<file path="src/rtl/reg_scoreboard_pkg.sv">
// Shared types and constants for the dual-issue register hazard scoreboard.
// A candidate instruction is carried as one packed struct per pipe.
package reg_scoreboard_pkg;

   localparam int SIZE    = 128;
   localparam int LOGSIZE = $clog2(SIZE);
   localparam int MAX_LAT = 7;
   localparam int LATW    = $clog2(MAX_LAT + 1);

   // Producer latencies (issue to register-file write) of the execution units.
   localparam int LAT_SIMPLE_FX = 2;
   localparam int LAT_SP_FP     = 6;
   localparam int LAT_LOAD      = 6;
   localparam int LAT_PERM      = 3;

   typedef logic [LOGSIZE-1:0] reg_addr_t;
   typedef logic [LATW-1:0]    lat_t;

   typedef struct packed {
      logic      valid;
      reg_addr_t ra_addr;
      reg_addr_t rb_addr;
      reg_addr_t rc_addr;
      logic      ra_used;
      logic      rb_used;
      logic      rc_used;
      reg_addr_t rt_addr;
      logic      wr;
      lat_t      lat;
   } cand_t;

   function automatic logic lat_legal(input lat_t lat);
      return (lat != lat_t'(0)) && (lat <= lat_t'(MAX_LAT));
   endfunction

endpackage

</file>
<file path="src/rtl/reg_scoreboard_if.sv">
// Issue-stage interface: decode drives the two candidates (master), the
// scoreboard returns the issue decisions (slave).
interface reg_scoreboard_if;
   import reg_scoreboard_pkg::*;

   cand_t even_in;
   cand_t odd_in;
   logic  issue_even_out;
   logic  issue_odd_out;
   logic  stall_out;
   logic  idle_out;

   modport master (
      output even_in, odd_in,
      input  issue_even_out, issue_odd_out, stall_out, idle_out
   );

   modport slave (
      input  even_in, odd_in,
      output issue_even_out, issue_odd_out, stall_out, idle_out
   );

endinterface

</file>
<file path="src/rtl/reg_scoreboard_chk.sv">
// Simulation checks on the scoreboard inputs and issue decisions.
module reg_scoreboard_chk
   import reg_scoreboard_pkg::*;
(
   input logic  clk,
   input logic  rst_n,
   input cand_t even_in,
   input cand_t odd_in,
   input logic  issue_even,
   input logic  issue_odd
);

   a_even_lat: assert property (@(posedge clk) disable iff (!rst_n)
      (even_in.valid && even_in.wr) |-> lat_legal(even_in.lat));

   a_odd_lat: assert property (@(posedge clk) disable iff (!rst_n)
      (odd_in.valid && odd_in.wr) |-> lat_legal(odd_in.lat));

   a_no_dual_load: assert property (@(posedge clk) disable iff (!rst_n)
      !(issue_even && issue_odd && even_in.wr && odd_in.wr &&
        (even_in.rt_addr == odd_in.rt_addr)));

   a_in_order: assert property (@(posedge clk) disable iff (!rst_n)
      (issue_odd && even_in.valid) |-> issue_even);

endmodule

</file>
<file path="src/rtl/reg_scoreboard_counter.sv">
// Per-register in-flight countdown: loads the producer latency on issue and
// counts down to zero, where the result is readable from the register file.
module reg_scoreboard_counter
   import reg_scoreboard_pkg::*;
(
   input  logic clk,
   input  logic rst_n,
   input  logic load_i,
   input  lat_t lat_i,
   output lat_t cnt_o,
   output logic busy_o
);

   lat_t cnt_q;
   lat_t cnt_d;

   // Next count: a new load wins over the decrement of an older producer.
   always_comb begin
      cnt_d = cnt_q;
      if (load_i) begin
         cnt_d = lat_i;
      end else if (cnt_q != lat_t'(0)) begin
         cnt_d = cnt_q - lat_t'(1);
      end else begin
         cnt_d = cnt_q;
      end
   end

   // Count register.
   always_ff @(posedge clk or negedge rst_n) begin
      if (!rst_n) begin
         cnt_q <= lat_t'(0);
      end else begin
         cnt_q <= cnt_d;
      end
   end

   assign cnt_o  = cnt_q;
   assign busy_o = (cnt_q != lat_t'(0));

endmodule

</file>
<file path="src/rtl/reg_scoreboard.sv">
// Dual-issue RAW/WAW hazard scoreboard: one countdown per register, issue
// decided combinationally from the counters and the two candidates.
module reg_scoreboard
   import reg_scoreboard_pkg::*;
(
   input logic             clk,
   input logic             rst_n,
   reg_scoreboard_if.slave sb
);

   cand_t           e_s;
   cand_t           o_s;
   lat_t            cnt_s [SIZE];
   logic [SIZE-1:0] busy_s;
   logic            haz_e_s;
   logic            haz_o_s;
   logic            pair_dep_s;
   logic            issue_e_s;
   logic            issue_o_s;

   assign e_s = sb.even_in;
   assign o_s = sb.odd_in;

   function automatic logic reads_reg(input cand_t c, input reg_addr_t addr);
      return (c.ra_used && (c.ra_addr == addr)) ||
             (c.rb_used && (c.rb_addr == addr)) ||
             (c.rc_used && (c.rc_addr == addr));
   endfunction

   function automatic logic src_busy(input cand_t c, input logic [SIZE-1:0] busy);
      return (c.ra_used && busy[c.ra_addr]) ||
             (c.rb_used && busy[c.rb_addr]) ||
             (c.rc_used && busy[c.rc_addr]);
   endfunction

   // Hazards and issue; a later writer may not finish before an older one (WAW).
   always_comb begin
      haz_e_s    = src_busy(e_s, busy_s) ||
                   (e_s.wr && (cnt_s[e_s.rt_addr] > e_s.lat));
      issue_e_s  = e_s.valid && !haz_e_s;
      pair_dep_s = issue_e_s && e_s.wr &&
                   (reads_reg(o_s, e_s.rt_addr) ||
                    (o_s.wr && (o_s.rt_addr == e_s.rt_addr)));
      haz_o_s    = src_busy(o_s, busy_s) ||
                   (o_s.wr && (cnt_s[o_s.rt_addr] > o_s.lat)) || pair_dep_s;
      issue_o_s  = o_s.valid && !haz_o_s && (issue_e_s || !e_s.valid);
   end

   assign sb.issue_even_out = issue_e_s;
   assign sb.issue_odd_out  = issue_o_s;
   assign sb.stall_out      = (e_s.valid && !issue_e_s) || (o_s.valid && !issue_o_s);
   assign sb.idle_out       = ~|busy_s;

   for (genvar i = 0; i < SIZE; i++) begin : g_cnt
      logic ld_e_s;
      logic ld_o_s;
      lat_t ld_lat_s;

      assign ld_e_s   = issue_e_s && e_s.wr && (e_s.rt_addr == reg_addr_t'(i));
      assign ld_o_s   = issue_o_s && o_s.wr && (o_s.rt_addr == reg_addr_t'(i));
      assign ld_lat_s = ld_e_s ? e_s.lat : o_s.lat;

      reg_scoreboard_counter u_cnt (
         .clk    (clk),
         .rst_n  (rst_n),
         .load_i (ld_e_s || ld_o_s),
         .lat_i  (ld_lat_s),
         .cnt_o  (cnt_s[i]),
         .busy_o (busy_s[i])
      );
   end

   reg_scoreboard_chk u_chk (
      .clk        (clk),
      .rst_n      (rst_n),
      .even_in    (e_s),
      .odd_in     (o_s),
      .issue_even (issue_e_s),
      .issue_odd  (issue_o_s)
   );

endmodule

</file>
<file path="src/flat_wrapper.sv">
// flat-port wrapper written by rule: the top's interface ports become plain ports
module reg_scoreboard_flat import reg_scoreboard_pkg::*;
  (clk, rst_n, sb_even_in, sb_odd_in, sb_issue_even_out, sb_issue_odd_out, sb_stall_out, sb_idle_out);
  reg_scoreboard_if sb_i ();
  input logic clk;
  input logic rst_n;
  input wire logic [$bits(sb_i.even_in)-1:0] sb_even_in;
  input wire logic [$bits(sb_i.odd_in)-1:0] sb_odd_in;
  output wire logic [$bits(sb_i.issue_even_out)-1:0] sb_issue_even_out;
  output wire logic [$bits(sb_i.issue_odd_out)-1:0] sb_issue_odd_out;
  output wire logic [$bits(sb_i.stall_out)-1:0] sb_stall_out;
  output wire logic [$bits(sb_i.idle_out)-1:0] sb_idle_out;
  assign sb_i.even_in = sb_even_in;
  assign sb_i.odd_in = sb_odd_in;
  assign sb_issue_even_out = sb_i.issue_even_out;
  assign sb_issue_odd_out = sb_i.issue_odd_out;
  assign sb_stall_out = sb_i.stall_out;
  assign sb_idle_out = sb_i.idle_out;
  reg_scoreboard u_core (.clk(clk), .rst_n(rst_n), .sb(sb_i));
endmodule
</file>
<file path="config.mk">
export PLATFORM = sky130hd
export DESIGN_NAME = reg_scoreboard_flat
export DESIGN_NICKNAME = d
export VERILOG_FILES = /design/src/rtl/reg_scoreboard_pkg.sv /design/src/rtl/reg_scoreboard_if.sv /design/src/rtl/reg_scoreboard_chk.sv /design/src/rtl/reg_scoreboard_counter.sv /design/src/rtl/reg_scoreboard.sv /design/src/flat_wrapper.sv
export SDC_FILE = /design/constraint.sdc
export NUM_CORES = 2
export LEC_CHECK = 0
export CORE_MARGIN = 8
export CORE_UTILIZATION = 23
export CTS_CLUSTER_DIAMETER = 40
export DETAILED_ROUTE_END_ITERATION = 6
export PLACE_DENSITY = 0.47
export SYNTH_ARGS = -nofsm -noshare
export SYNTH_HDL_FRONTEND = slang
export SYNTH_HIERARCHICAL = 1
export SYNTH_SLANG_ARGS = --single-unit
</file>
<file path="constraint.sdc">
create_clock -name clk -period 8.2 [get_ports clk]
set_input_delay 1.23 -clock clk [delete_from_list [all_inputs] [get_ports clk]]
set_output_delay 1.23 -clock clk [all_outputs]
set_load 0.05 [all_outputs]
</file>
==> key figures <==
Placement
  • Post-Place Cells: 7604
  • HPWL after DPL: 169000 um
  • Placed Area: 0.0530 sq mm
  • Placer Congestion: 1.00
  • I/O Buffers: 77

Synth
  • Mapped Cells: 4881
  • Post-synthesis adder-cell area fraction: 6.74%
  • Post-synth ARST share: 100%
  • Synthesized flop and latch total: 384
  • Mapped Area: 0.0486 sq mm
  • Xor-xnor portion of the synthesized cell area: 0.504%
  • Syn_area_per_cell: 9.96 sq um
  • Synth top area share: 19.8%
  • Number of flops mapped to enable cells by yosys: 0
  • Largest family of logic cells by synthesized area: multiplexers
  • Syn. warnings: 6
  • Top cells by area, synth: dfrtp_1 (20%), mux4_2 (19%), mux2i_1 (7.7%)
  • Post-Syn Nets: 5217
  • Ys flop type: dfrtp_1
  • Mux cell area share after synthesis: 29.6%
  • Cell variety after synth: 67
  • Seq/Total Area, Yosys: 19.8%
  • Synth area leader: dfrtp_1
  • Synth Area in Compound Gates: 10.3%
  • Simple-gate share of the synthesized area: 26.1%

Critical path
  • CP Max Fanout: 36
  • Crit end category: output port
  • WP data arrival: 6.68 ns
  • Setup CP Type: in -> out
  • WP data required: 6.97 ns
  • Crit path from: sb_even_in[4]
  • Worst r2r src: u_core/g_cnt[5].u_cnt/cnt_o[1]
  • Crit start category: primary input
  • Flop2flop setup slack: 2.16 ns

Timing
  • Max Freq: 126 MHz
  • Final Hold Vio Count: 0
  • Clock Skew: 0.0489 ns
  • RSZ-0062 raised after global routing: no
  • Max-slew headroom: 5.66%
  • Min cycle time layout: 7.91 ns
  • Measured slew at the worst slew-check pin: 1.41 ns
  • Final setup fails: 0
  • Setup TNS: 0 ns
  • Slew Limit Fails: 0
  • Period utilization: 96.5%

Clock tree
  • CTS root buf: clkbuf_16
  • Clock buffers created by TritonCTS: 114
  • CTS Buffer Depth: 3
  • Clk slew on worst S/H paths: 0.04 ns
  • CTS tree: yes
  • Hold_buf cts: 0
  • Clock Latency Late Sink: 0.76 ns
  • Clock H-tree levels: 3
  • Num Clock Sinks: 384
  • CTS resizes: 0
  • Post-CTS setup buffer count: 0

Final layout
  • Layout Area Growth over Synthesis: 17.8%
  • Fin area: 0.0573 sq mm
  • Non-Filler Instances: 7832
  • Share of cells above drive strength 1: 21.3%
  • Nets: 5235
  • Commonest non-fill, non-tap cell in the layout: inv_1
  • Max FFs per register: 384
  • Most frequent cells in the layout: inv_1 (521), nor2b_1 (423), mux4_2 (402), dfrtp_1 (384), mux2i_1 (374)

Drt
  • Vias per cell: 5.81
  • DR iter-0 viols: 5678
  • Post-route antenna net violation count: 0
  • WL final: 233000 um
  • Routed vias: 45500
  • TritonRoute pass-1 iters: 7
  • WL per Instance: 29.7 um
  • DRC Markers: 2

Floorplanning
  • Initial Utilization: 23.0%
  • Core footprint: 0.211 sq mm
  • Die area: 0.226 sq mm
  • Boundary Pins: 78
  • Row cnt: 169
  • Chip width: 476 um
  • Die Ht: 476 um

Pwr
  • PD cells: 329 mW/mm^2
  • Static Leak: 21.0 nW
  • Worst vdd ir: 203 uV

Global routing
  • GRT overflow: 0
  • Initial antenna violation count: 21
  • First-pass GRT wire length: 330000 um
  • Vias in the first global route: 44000
  • Tot GR Track Use: 19.8%
  • Largest net degree at the start of global routing: 120

Status
  • Status: complete, but fails checks
  • Failing checks: design-rule violations

Job
  • Max-Cap Viols: 0

Hold path
  • Class of the worst hold path: in -> async
==> where the power goes <==
part / total (W) / internal [W] / switching [W]
clock network: 0.00500 / 0.00351 / 0.00148
logic: 0.00932 / 0.00431 / 0.00501
registers: 0.00454 / 0.00293 / 0.00160
==> layout make-up <==
type                            instances  area (sq um)
Multi-Input combinational cell       3629         35700
Inverter                              525          1980
Clock buffer                          153          3190
Antenna cell                           14          35.0
Tap cell                             2821          3530
Sequential cell                       384          9610
Fill cell                           22000        154000
Timing Repair Buffer                  245          2180
Clock inverter                         61          1060
==> per-stage QoR <==
step / total power (W) / hold slack [ns] / worst slack [ns] / utilization [%]
detailed placement: 0.0136 / 0.648 / 0.361 / 25.1
floorplan: 0.0102 / 0.605 / 0.640 / -
global route: 0.0198 / 0.572 / 0.215 / 27.1
global placement: 0.0134 / 0.646 / 0.412 / 25.1
finish: 0.0189 / 0.519 / 0.287 / 27.1
CTS: 0.0187 / 0.529 / 0.346 / 27.1
==> synthesized netlist by cell type, types with 41 or more instances <==
library cell and instances:
nor2_1 89, a32o_1 69, mux2_2 131, buf_2 65
nand2b_1 155, nor2b_1 423, buf_1 41, nand2_1 88
nor4b_1 259, ha_1 262, clkbuf_1 221, or2b_1 128
mux2i_1 374, dfrtp_1 384, inv_1 525, nor4_4 49
nor3_1 120, nand3_1 165, or3b_1 128, mux4_2 402
a311oi_1 130, a221oi_1 131, a31oi_1 132
==> worst max-delay path, stage by stage <==
cell and delay [ns]:
clkbuf_8 0.46, buf_12 0.31, mux4_2 0.53, mux4_2 0.56, mux4_2 0.55, mux2_2 0.29, ha_1 0.28, nor2b_1 0.13
o21ai_0 0.19, a21oi_1 0.13, a211oi_1 0.30, nand4b_1 0.22, buf_12 0.25, nor3_1 0.65, buf_4 0.24, buf_12 0.13
==> kinds of logic (layout without fill, tap and decap cells) <==
logic type	after synthesis	in the layout
and+or+nand+nor	1800	1800
muxes	920	920
buffers and inverters	868	984
AOI/OAI and AO/OA	619	619
DFF	384	384
adders and majority gates	262	262
xor gates and xnor gates	28	28
other	0	14
==> final timing paths <==
check	to	cells past startpoint
setup / recovery	sb_issue_even_out	16
hold / removal	u_core/g_cnt[104].u_cnt/cnt_o[0]	1
setup reg to reg	u_core/g_cnt[81].u_cnt/cnt_o[1]	15
hold reg to reg	u_core/g_cnt[9].u_cnt/cnt_o[0]	2
max in group asynchronous	u_core/g_cnt[44].u_cnt/cnt_o[1]	3
min in group clk	u_core/g_cnt[9].u_cnt/cnt_o[0]	2
==> metal layers <==
layer  routed length, um  global-route usage (%)  vias up
li1                    -                       -    18900
met1               92600                    25.4    23200
met2               99200                    29.2     2617
met3               22100                    4.83      780
met4               18900                    13.8        8
met5                  48                       0        -
Power figures use the tool's default switching activity.
